<file path="src/rtl/fetch_stage.sv">
// fetch_stage
//   Instruction-fetch stage of a simple in-order pipeline. Holds the program
//   counter, presents it to a combinational instruction memory, and captures
//   the returned word into the IF/ID pipeline register.
//
// Ports
//   clk            rising-edge clock for all state
//   rst            asynchronous active-low reset
//   stall          hold the PC and the IF/ID register
//   flush          turn the instruction being captured into a bubble
//   branch_taken   redirect the PC to branch_target (also bubbles IF/ID)
//   branch_target  redirect address (low two bits ignored)
//   imem_addr      read address to the instruction memory (the PC itself)
//   imem_data      instruction word for imem_addr, same cycle
//   if_pc          PC of the instruction held in IF/ID
//   if_pc_plus4    if_pc + 4
//   if_instr       instruction held in IF/ID (NOP when a bubble)
//   if_valid       IF/ID holds a real instruction
//   fetch_count    number of valid captures since reset (wraps at 2^32)

module fetch_stage #(
  parameter int                    ADDR_WIDTH = 32,
  parameter int                    DATA_WIDTH = 32,
  parameter logic [ADDR_WIDTH-1:0] RESET_PC   = 32'h0000_0000
) (
  input  logic                  clk,
  input  logic                  rst,
  input  logic                  stall,
  input  logic                  flush,
  input  logic                  branch_taken,
  input  logic [ADDR_WIDTH-1:0] branch_target,
  output logic [ADDR_WIDTH-1:0] imem_addr,
  input  logic [DATA_WIDTH-1:0] imem_data,
  output logic [ADDR_WIDTH-1:0] if_pc,
  output logic [ADDR_WIDTH-1:0] if_pc_plus4,
  output logic [DATA_WIDTH-1:0] if_instr,
  output logic                  if_valid,
  output logic [31:0]           fetch_count
);

  // addi x0, x0, 0 -- the canonical RISC-V NOP used to fill bubbles
  localparam logic [DATA_WIDTH-1:0] NOP = DATA_WIDTH'(32'h0000_0013);

  logic [ADDR_WIDTH-1:0] pc;
  logic [ADDR_WIDTH-1:0] pc_plus4;
  logic [ADDR_WIDTH-1:0] pc_next;
  logic                  kill;

  // The memory address is the PC register itself, so stall/flush/branch
  // never reach imem_addr through combinational logic.
  assign imem_addr = pc;

  // Natural overflow of the adder gives the required wrap to zero.
  assign pc_plus4 = pc + ADDR_WIDTH'(4);

  // A redirect always discards whatever was fetched this cycle.
  assign kill = flush | branch_taken;

  // Next-PC selection: redirect beats stall beats sequential. The target is
  // forced word-aligned so the PC can never become misaligned.
  always_comb begin
    pc_next = pc_plus4;
    if (branch_taken) begin
      pc_next = {branch_target[ADDR_WIDTH-1:2], 2'b00};
    end else if (stall) begin
      pc_next = pc;
    end
  end

  always_ff @(posedge clk or negedge rst) begin
    if (!rst) begin
      pc <= RESET_PC;
    end else begin
      pc <= pc_next;
    end
  end

  // IF/ID register. A bubble only clears valid and the instruction; the PC
  // fields keep their last values so downstream debug still sees them.
  // fetch_count tracks real captures only.
  always_ff @(posedge clk or negedge rst) begin
    if (!rst) begin
      if_pc       <= '0;
      if_pc_plus4 <= '0;
      if_instr    <= NOP;
      if_valid    <= 1'b0;
      fetch_count <= '0;
    end else if (kill) begin
      if_instr    <= NOP;
      if_valid    <= 1'b0;
    end else if (!stall) begin
      if_pc       <= pc;
      if_pc_plus4 <= pc_plus4;
      if_instr    <= imem_data;
      if_valid    <= 1'b1;
      fetch_count <= fetch_count + 32'd1;
    end
  end

endmodule

</file>
<file path="config.mk">
export PLATFORM = sky130hd
export DESIGN_NAME = fetch_stage
export DESIGN_NICKNAME = d
export VERILOG_FILES = /design/src/rtl/fetch_stage.sv
export SDC_FILE = /design/constraint.sdc
export NUM_CORES = 1
export LEC_CHECK = 0
export ABC_AREA = 1
export BUFFER_PORTS_ARGS = -buffer_cell sky130_fd_sc_hd__buf_2
export CELL_PAD_IN_SITES_DETAIL_PLACEMENT = 0
export CELL_PAD_IN_SITES_GLOBAL_PLACEMENT = 1
export CORE_ASPECT_RATIO = 1.5
export CORE_MARGIN = 1.5
export CORE_UTILIZATION = 40
export DETAILED_ROUTE_END_ITERATION = 10
export PLACE_DENSITY_LB_ADDON = 0.05
export SLEW_MARGIN = 40
export SYNTH_ARGS = -nofsm -noshare
export SYNTH_HDL_FRONTEND = slang
export SYNTH_SLANG_ARGS = --single-unit
</file>
<file path="constraint.sdc">
create_clock -name clk -period 2.9 [get_ports clk]
set_clock_uncertainty 0.05 [all_clocks]
set_input_delay 0.29 -clock clk [delete_from_list [all_inputs] [get_ports clk]]
set_output_delay 0.29 -clock clk [all_outputs]
set_load 0.05 [all_outputs]
</file>
Word-level counts from Yosys, hierarchy flattened
Index checks and enable logic that the tools add are counted.
{"block": "word_totals", "mem_bits_ro": 0, "latch_bits": 0, "ramBits": 0, "output_inout_bits": 161, "wordCells": 20, "in_bits": 69, "memories": 0, "register_bits": 161}
{"block": "op_classes", "div": 0, "addsub": 2, "bitwise_logic": 3, "multipliers": 0, "reduce_logical": 1, "mux": 6, "n_lt_le_gt_ge": 0, "shifts": 0, "n_eq_ne": 2}
{"op": "$mux 32", "n": 4}
{"op": "$add 32x1->32 const B", "n": 1}
{"op": "$add 32x3->32 const B", "n": 1}
{"op": "$ne 2x1->1 const B", "n": 2}
{"op": "$mux 1", "n": 2}
{"op": "$not 1->1", "n": 2}
{"op": "$reduce_and 2->1", "n": 1}
{"op": "$or 1x1->1", "n": 1}

Logic depth before layout (Yosys ltp)
Gate-level depths: netlist of run 1.
{"block": "logic_depth", "ltp_word": 3, "mapped_depth": 10, "ltp_nobuf": 10}

Worst setup path before layout of run 1
No wires, ideal clock.
{"block": "synth_path", "path_kind": "reg-to-reg", "from": "register pc[2], in the netlist imem_addr[2]", "to": "register if_pc_plus4[22]", "path_stages_with_launch": 11, "period_less_slack_ns": 1.898, "t_required_ns": 2.732, "arrival_time_ns": 1.730, "path_buffers": 0, "slack_ns": 1.002, "setup_ns": 0.118, "cell_sequence": "dfrtp_1 ha_1 nand2_2 nor2_4 nand2_4 nor2_8 nand2_1 nand2_1 nand2_1 nand2_1 nand2_1"}
{"block": "synth_via", "elab_chain_len": 1}
{"element": "from (decl)", "line": "44", "rtl": "logic [ADDR_WIDTH-1:0] pc;"}
{"element": "from (signal assigned)", "line": "74", "rtl": "pc <= pc_next;"}
{"element": "$add 32x3->32", "line": "54", "rtl": "assign pc_plus4 = pc + ADDR_WIDTH'(4);"}
{"element": "to (signal assigned)", "line": "93", "rtl": "if_pc_plus4 <= pc_plus4;"}
{"element": "to (decl)", "line": "35", "rtl": "output logic [ADDR_WIDTH-1:0] if_pc_plus4,"}
No other way between the ends.
A chain may end at the register's enable or synchronous reset.

Worst setup path after layout of run 1
{"block": "layout_path", "from": "register pc[2], in the netlist imem_addr[2]", "to": "register if_pc_plus4[28]"}
The elaborated chain is that of the path after synthesis.

==> results.ini, run 1 <==
[power_and_ir_drop]
power_density_nw_per_um2 = 708
p_sw_mw = 2.52
p_comb_share_pct = 25.6
vdd_drop_max_mv = 0.403
p_leak_nw = 5.12
power_frac_clock_pct = 35.8
power.share.sequential_pct = 38.6
switching_share_pct = 37.0
p_int_mw = 4.28

[clocking]
clockRootBuffer = clkbuf_16
htree_num_levels = 4
cts_tree = done
clk_latency_ps = 430
numCtsBuffers = 17
clockBufferDepth = 2
cts.sinks = 155
postCtsSetupRepairBufs = 0
path_clk_slew_ps = 60

[synth]
yosysWarnings = 0
syn_avg_cell_area_sq_um = 8.21
synth_top_area_share_pct = 50.1
ys_async_sr_fraction_pct = 100
synthTopCellsByCount = 357 x nand2_1, 152 x dfrtp_1, 84 x inv_1, 71 x nor2_1, 62 x o21ai_0
yosys.area.top_type = dfrtp_1
ys_top_cells_by_area = dfrtp_1 50%, nand2_1 18%, inv_1 4.2%
seq_area_frac_synth_pct = 51.1
synth-edff-count = 0
synth_cell_type_count = 35
ys_seq_elements = 155
syn_inst = 925
syn_area_sq_um = 7590
yosysMostFrequentCell = nand2_1
synthFlopType = dfrtp_1

[sta]
slew_headroom_pct = 56.4
timing.setup.tns_ps = 0
tightest_slew_ps = 654
rsz0062_at_grt = no
setup_viol = 0
finalMaxSlewViolations = 0
hold_viol_final = 0
fmax_ghz = 0.575
finalCritPeriodShare_pct = 60.0
post-route-min-period_ps = 1740

[setup_path]
worst_setup_path_end_kind = register
cp_data_arrival_time_ps = 2010
critPathRequiredTime_ps = 3170
r2r-end = if_pc_plus4[28]$_DFFE_PN0P_
r2r_cells = 10
crit_fanout = 7
rrSetupSlack_ps = 1160
crit_chain = ha_1 -> nand2_2 -> nor2_4 -> nand2_4 -> nor2_8 -> nand2_1 -> nand2_1 -> nand2_1 -> nand2_1 -> nand2_1
crit_start = imem_addr[2]$_DFFE_PN0N_
crit_type = register to register
max_stage_delay_ps = 450
critPathSlowestCell = dfrtp_1
crit_top_cell = nand2_1
crit_end = if_pc_plus4[28]$_DFFE_PN0P_
timing.rr.start = imem_addr[2]$_DFFE_PN0N_
critical_path.startpoint_type = register

[place]
postPlaceCellArea_sq_um = 8950
dp_hpwl_mm = 16.3
gp_routability_congestion = 0.835
placed_cells = 1380
numPortBuffers = 221

[floorplanning]
dieWidth_um = 116
die-area_sq_um = 19800
start_util_pct = 40.9
die_y_um = 172
ios = 230
core_sq_um = 18500
fp-row-count = 61

[cells_and_area]
areaGrowthSynthToFinish_pct = 26.5
final_area_sq_um = 9610
drive_above_1_share_pct = 26.7
final_cell_count_no_fill = 1413
nets = 1219
diodes = 0
utilization_pct = 51.8

[global_route]
grt_usage_pct = 22.7
grt_pass1_vias = 6542
antenna_found_initial = 1
grt_pass1_wl_mm = 34.2
gr-total-overflow = 0
grt_max_degree = 67

[detailed_routing]
wl_per_cell_um = 15.4
drc = 0
drt_iter0_drc = 274
finalWirelength_mm = 21.7
vias = 6629
drt-pass1-iter-count = 4
viasPerCell = 4.69
antenna_left = 0

[status]
status = finished, final reports clean

[hold_path]
hold_path.class = primary input to register

[run]
maxCapViolations = 0

## final cells by class
cell class	instances	area [sq um]
clock buffer	19	453
clock inverter	13	189
fill	1909	8940
inverter	87	327
multi-input combinational	653	3220
sequential	155	3880
tap	252	315
timing repair buffer	234	1220
## cells in the final DEF, fill, tap and decap left out, types with 4 or more instances in the layout
cell type and instances:
a22o_1 29, buf_2 220, buf_4 11, bufinv_16 4, clkbuf_16 17, conb_1 6
dfrtp_1 152, inv_1 84, nand2_1 357, nand2_2 9, nand3_1 31, nand3b_1 6
nand4_1 4, nor2_1 69, nor2_2 9, nor2_4 11, o21ai_0 62, o21bai_1 4
xnor2_1 11, xor2_1 18
## flip-flops by register name, indices dropped and copies added (netlist names)
name         count
imem_addr       30
if_instr        32
if_pc_plus4     30
if_valid         1
if_pc           30
fetch_count     32
## power groups by stage
stage	registers (mW)	logic (mW)	clock network (mW)
floorplan	3.49	0.412	0
global placement	2.66	1.75	0
detailed placement	2.66	1.76	0
CTS	2.62	1.76	2.48
global route	2.66	1.87	2.56
finish	2.62	1.74	2.43
## logic make-up (layout without fill, tap and decap cells)
group | count (synthesis) | count (layout) | synth area share [%]
buffers and inverters | 122 | 353 | 6.84
adder cells (fa/ha/maj) | 2 | 2 | 0.329
XOR/XNOR | 32 | 32 | 3.99
AND/OR/NAND/NOR | 507 | 507 | 28.8
AO/OA/AOI/OAI | 106 | 106 | 8.91
flip-flops | 155 | 155 | 51.1
other | 1 | 6 | 0.0494
## what timing repair did
item	4_1_cts	5_1_grt
hold buffers	1	0
endpoints found under the hold margin	63	0
resized for setup	0	0
## worst max-delay path, delay by kind of cell, from the launching register on
| kind | cells | cell delay, ps |
|---|---|---|
| fa+ha+maj | 1 | 240 |
| flops | 1 | 450 |
| simple gates | 9 | 890 |
## routing by layer
metal / part of all wire, % / up-vias / track usage (%)
li1: - / 3332 / -
met1: 41 / 3112 / 26.0
met2: 52 / 152 / 41.0
met3: 4.4 / 31 / 4.93
met4: 2.5 / 2 / 8.48
met5: 0.060 / - / 0
## stage by stage
step                setup WS [ps]  hold slack [ps]  power (mW)
global placement             1160              292        4.41
floorplan                    1000            -55.6        3.90
detailed placement           1150              281        4.42
CTS                          1140             3.93        6.87
finish                       1160             22.1        6.80
global route                  981             12.4        7.08
## worst min-delay path by stage
stage	slack [ps]	from	endpoint	cells after the start
after CTS	4	imem_data[10]	if_instr[10]$_DFFE_PN0P_	2
after detailed placement	280	rst	if_instr[15]$_DFFE_PN0P_	1
after global placement	290	rst	if_instr[15]$_DFFE_PN0P_	1
final	20	imem_data[13]	if_instr[13]$_DFFE_PN0P_	2
after global routing	10	imem_data[3]	if_instr[3]$_DFFE_PN0P_	2
after floorplan	-60	rst	fetch_count[0]$_DFFE_PN0P_	0
Power figures use the tool's default switching activity.
==> run 2, diff against run 1 <==
CORE_UTILIZATION = 34   (was 40)
clock period = 1.5 ns   (was 2.9 ns; I/O delays follow)
==> run 2 against run 1 <==
Net effect:
- the flow now finishes with violations (negative setup slack)
- setup slack worse by 1200 ps
- critical path depth unchanged
- routed wire length up 12%
- hold slack better by 1.7 ps
- die area up 17%
- largest power group unchanged
- sequential share of layout area down 6.0 points
- register-to-register slack worse by 1200 ps
- clock-buffer cell count unchanged
- non-clock buffer count up 152
==> results.ini, run 2 (synthesis gave the netlist of run 1 again) <==
[cells_and_area]
final_cell_count_no_fill = 1585  ; +12%
layout_common_cells = 326 x nand2_1, 220 x buf_2, 101 x dfrtp_1
reg.largest.list = fetch_count (32), if_instr (32)
nets = 1371  ; +12%
areaGrowthSynthToFinish_pct = 51.2
drive_above_1_share_pct = 40.4  ; +14 points
final_common_cell = nand2_1
fillers = 2179  ; +14%
diodes = 0  ; unchanged

[setup_path]
critical_path.startpoint_type = register
rrSetupSlack_ps = -30  ; -1200 ps
r2r_cells = 10  ; unchanged
timing.rr.start = imem_addr[3]$_DFFE_PN0N_
cp_data_arrival_time_ps = 1810  ; -200 ps
worst_setup_path_end_kind = register
r2r-end = if_pc_plus4[20]$_DFFE_PN0P_
crit_type = register to register
critPathRequiredTime_ps = 1780  ; -1390 ps
crit_fanout = 5  ; -2

[sta]
finalMaxSlewViolations = 0  ; unchanged
setup_viol = 10  ; +10
tightest_slew_ps = 535  ; -119 ps
post-route-min-period_ps = 1530  ; -205 ps
finalWorstSetupSlack_ps = -34.3  ; -1200 ps
hold_viol_final = 0  ; unchanged
finalCritPeriodShare_pct = 102  ; +42 points
slew_headroom_pct = 64.3  ; +7.9 points
fmax_ghz = 0.652  ; +13%
timing.setup.tns_ps = -193  ; -193 ps
rsz0062_at_grt = yes

[hold_path]
whs_path_depth = 4  ; +2
hold_path.class = primary input to register
holdPathEnd = if_valid$_DFFE_PN0P_
worstHoldStart = flush

[clocking]
clk_latency_ps = 430  ; about the same
cts_tree = done
cts.sinks = 155  ; unchanged
clockBufferDepth = 2  ; unchanged
numCtsBuffers = 17  ; unchanged
path_clk_slew_ps = 70  ; about the same
clockRootBuffer = clkbuf_16
htree_num_levels = 4  ; unchanged

[status]
violations = negative setup slack
status = finished, violations left

[place]
numPortBuffers = 221  ; unchanged
gp_routability_congestion = 0.815  ; -2.4%
dp_hpwl_mm = 17.8  ; +9.5%
placed_cells = 1477  ; +7.0%

[floorplanning]
core_sq_um = 21800  ; +18%
fp-row-count = 66  ; +8.2%
ios = 230  ; unchanged
die-area_sq_um = 23300  ; +17%
dieWidth_um = 125  ; +8.2%
die_y_um = 186  ; +8.3%
start_util_pct = 34.8  ; -6.1 points

[detailed_routing]
drc = 0  ; unchanged
vias = 7227  ; +9.0%
drt-pass1-iter-count = 6  ; +2
finalWirelength_mm = 24.3  ; +12%
antenna_left = 0  ; unchanged
drt_iter0_drc = 243  ; -11%
wl_per_cell_um = 15.4  ; -0.21%
viasPerCell = 4.56  ; -2.8%

[power_and_ir_drop]
total_power_mw = 13.9  ; +100%
vdd_drop_max_mv = 0.908  ; +130%
power_density_nw_per_um2 = 1210  ; +71%
p_leak_nw = 5.87  ; +15%

[global_route]
grt_max_degree = 57  ; -15%
gr-total-overflow = 0  ; unchanged
grt_pass1_vias = 7342  ; +12%
grt_usage_pct = 21.4  ; -1.3 points
grt_pass1_wl_mm = 38.7  ; +13%
antenna_found_initial = 0  ; -1

[run]
maxCapViolations = 0  ; unchanged

==> run 2: worst max path at each step <==
stage / start / endpoint / slack, ps / cells after the start
2_1_floorplan: imem_addr[2]$_DFFE_PN0N_ / imem_addr[22]$_DFFE_PN0N_ / -130 / 10
3_3_place_gp: imem_addr[6]$_DFFE_PN0N_ / if_pc_plus4[13]$_DFFE_PN0P_ / -80 / 8
3_5_place_dp: imem_addr[6]$_DFFE_PN0N_ / if_pc_plus4[13]$_DFFE_PN0P_ / -60 / 8
4_1_cts: imem_addr[3]$_DFFE_PN0N_ / if_pc_plus4[28]$_DFFE_PN0P_ / -50 / 10
5_1_grt: imem_addr[7]$_DFFE_PN0N_ / imem_addr[31]$_DFFE_PN0N_ / -150 / 10
6_report: imem_addr[3]$_DFFE_PN0N_ / if_pc_plus4[20]$_DFFE_PN0P_ / -30 / 10
==> run 2: layout make-up <==
class | instances | area [sq um] | share of cell area (%)
Multi-Input combinational cell | 653 | 3610 | 31.5
Tap cell | 272 | 340 | 2.96
Timing Repair Buffer | 386 | 2620 | 22.8
Inverter | 87 | 327 | 2.84
Sequential cell | 155 | 3950 | 34.4
Clock buffer | 19 | 443 | 3.86
Clock inverter | 13 | 189 | 1.65
==> run 2: timing repair <==
action	in CTS	in global routing
setup endpoints to repair	29	64
hold buffers	61	0
gates resized for setup	9	92
setup buffers	0	16
hold endpoints to repair	212	0
pin swaps	6	44
==> run 2: report_power, final <==
| part | switching (mW) | internal [mW] | leakage [nW] | total (mW) |
|---|---|---|---|---|
| registers | 0.368 | 4.68 | 1.94 | 5.05 |
| logic | 2.91 | 1.21 | 3.63 | 4.12 |
| clock network | 1.86 | 2.85 | 0.305 | 4.71 |
==> run 2: stage by stage <==
| step | worst slack, ps | hold slack (ps) | instance area, sq um | util (%) |
|---|---|---|---|---|
| 2_1_floorplan | -128 | -196 | 7730 | - |
| 3_3_place_gp | -84.0 | 51.2 | 9730 | 44.7 |
| 3_5_place_dp | -64.8 | 45.3 | 9730 | 44.7 |
| 4_1_cts | -47.5 | 2.45 | 11000 | 50.5 |
| 5_1_grt | -147 | 27.6 | 11500 | 52.7 |
| 6_report | -34.3 | 23.8 | 11500 | 52.7 |
==> run 2: worst max-delay path: stages (launching register included) <==
cell and delay [ps]:
dfrtp_2 420, ha_4 160, nand2_4 60, nor2_4 120, nand2_4 130, nor2_8 200
nand2_1 70, nand2_1 60, nand2_1 60, nand2_1 60, nand2_1 50
==> run 2: routing by layer <==
metal | part of all wire [%] | track usage (%) | vias to the layer above
met5 | 0 | 0 | -
met4 | 1.7 | 7.14 | 0
met3 | 3.7 | 4.02 | 28
met2 | 55 | 40.1 | 160
met1 | 40 | 24.3 | 3409
li1 | - | - | 3630
==> run 3, diff against run 2 <==
BUFFER_PORTS_ARGS = -buffer_cell sky130_fd_sc_hd__clkbuf_2   (was -buffer_cell sky130_fd_sc_hd__buf_2)
==> run 3 against run 2 <==
Net effect:
- the run still ends with negative setup slack left
- die area stayed put
- combinational power down 4%
- first-iteration DRC count shrank 11%
- hold slack got worse by 8.4 ps
- via count fell by 0.30%
- sequential share of layout area barely moved
- final cell count about the same
- sequential power barely moved
- critical path type is now register to output pin
- highest routed layer unchanged
==> results.ini, run 3 (synthesis gave the netlist of run 1 again) <==
[clocking]
htree_num_levels = 4  ; unchanged
path_clk_slew_ps = 60  ; about the same
clockRootBuffer = clkbuf_16
cts.sinks = 155  ; unchanged
clockBufferDepth = 2  ; unchanged
cts_tree = done
clk_latency_ps = 430  ; about the same
numCtsBuffers = 17  ; unchanged

[place]
dp_hpwl_mm = 17.6  ; -1.4%
numPortBuffers = 221  ; unchanged
dp_slack_ps = -43.2  ; +21.6 ps
gp_routability_congestion = 0.829  ; +1.7%

[global_route]
grt_pass1_wl_mm = 38.2  ; -1.3%
grt_max_degree = 59  ; +3.5%
gr-total-overflow = 0  ; unchanged
grtUsageMet1_pct = 24.4  ; about the same
grt_usage_pct = 21.2  ; -0.25 points
antenna_found_initial = 0  ; unchanged
grt_pass1_vias = 7222  ; -1.6%
gr-usage-met3_pct = 3.77  ; -0.26 points
grtUsageMet2_pct = 39.5  ; -0.68 points
grt-busiest-layer = met2

[sta]
post-route-min-period_ps = 1550  ; +14.2 ps
finalWorstSetupSlack_ps = -48.5  ; -14.2 ps
fin_hold_ws_ps = 15.4  ; -8.42 ps
hold_viol_final = 0  ; unchanged
timing.setup.tns_ps = -60.8  ; +132 ps
finalCritPeriodShare_pct = 103  ; +0.95 points
rsz0062_at_grt = yes
fmax_ghz = 0.646  ; -0.92%
finalMaxSlewViolations = 0  ; unchanged
setup_viol = 3  ; -7

[detailed_routing]
finalWirelength_mm = 23.9  ; -1.7%
wl_per_cell_um = 15.1  ; -1.8%
drt_iter0_drc = 217  ; -11%
antenna_left = 0  ; unchanged
drc = 0  ; unchanged
vias = 7205  ; -0.30%
viasPerCell = 4.54  ; -0.37%
drt-pass1-iter-count = 4  ; -2

[cells_and_area]
layout_common_cells = 325 x nand2_1, 216 x clkbuf_2, 100 x dfrtp_1
reg.largest.list = fetch_count (32), if_instr (32)
nets = 1372  ; +0.073%
diodes = 0  ; unchanged
drive_above_1_share_pct = 40.9  ; +0.50 points
utilization_pct = 52.6  ; about the same
final_common_cell = nand2_1
areaGrowthSynthToFinish_pct = 51.0  ; about the same

[floorplanning]
ios = 230  ; unchanged
die-area_sq_um = 23300  ; unchanged
fp-row-count = 66  ; unchanged
die_y_um = 186  ; unchanged
start_util_pct = 34.8  ; unchanged
core_sq_um = 21800  ; unchanged
dieWidth_um = 125  ; unchanged

[setup_path]
worst_setup_path_end_kind = output pin
critical_path.startpoint_type = register
crit_type = register to output pin
critPathRequiredTime_ps = 1300  ; -480 ps
crit_fanout = 4  ; -1
cp_data_arrival_time_ps = 1350  ; -460 ps

[status]
violations = negative setup slack
status = finished, violations left

[power_and_ir_drop]
total_power_mw = 13.6  ; -1.7%
p_leak_nw = 5.85  ; -0.34%
power_density_nw_per_um2 = 1190  ; -1.6%
vdd_drop_max_mv = 0.802  ; -12%

[run]
maxCapViolations = 0  ; unchanged

[hold_path]
hold_path.class = primary input to register

==> run 3: where the power goes <==
part           total (mW)  switching, mW  leakage (nW)  internal [mW]
Clock                4.60           1.89         0.302           2.70
Sequential           5.08          0.397          1.93           4.68
Combinational        3.97           2.85          3.61           1.12
Total                13.6           5.14          5.85           8.50
==> run 3: final cells by class <==
type / instances / area, sq um
Fill cell: 2214 / 10300
Timing Repair Buffer: 387 / 2640
Inverter: 87 / 329
Multi-Input combinational cell: 653 / 3590
Sequential cell: 155 / 3950
Clock inverter: 14 / 181
Tap cell: 272 / 340
Clock buffer: 18 / 439
==> run 3: timing repair <==
action                     4_1_cts  5_1_grt
hold endpoints to repair       214        0
cloned                           0        0
resized for setup               10      100
setup buffers                    2       12
setup endpoints to repair       24       66
hold buffers                    60        0
pin swaps                        7       44
==> run 3: per-layer routing <==
metal	part of all wire, %	up-vias
li1	-	3651
met1	40	3375
met2	54	151
met3	3.4	28
met4	2.0	0
met5	0	-
==> run 3: path summary, 6_finish.rpt <==
kind	startpoint	depth (start not counted)	end	slack, ps
worst max-delay path	imem_addr[3]$_DFFE_PN0N_	3	imem_addr[3]	-50
worst min-delay path	branch_target[7]	4	imem_addr[7]$_DFFE_PN0N_	20
max in group asynchronous	rst	3	imem_addr[9]$_DFFE_PN0N_	710
worst min register to register	if_pc_plus4[27]$_DFFE_PN0P_	2	if_pc_plus4[27]$_DFFE_PN0P_	420
worst max register to register	imem_addr[3]$_DFFE_PN0N_	10	imem_addr[22]$_DFFE_PN0N_	0
min in group asynchronous	rst	2	if_instr[22]$_DFFE_PN0P_	90
==> run 3: critical path, stage by stage (launching register included) <==
cell	delay, ps
dfrtp_2	440
buf_4	140
buf_4	140
buf_2	200
==> run 3: per-stage QoR <==
step / instance area (sq um) / std cells
floorplan: 7730 / 930
global placement: 9780 / 1480
detailed placement: 9780 / 1480
CTS: 11100 / 1574
global route: 11500 / 1586
finish: 11500 / 1586
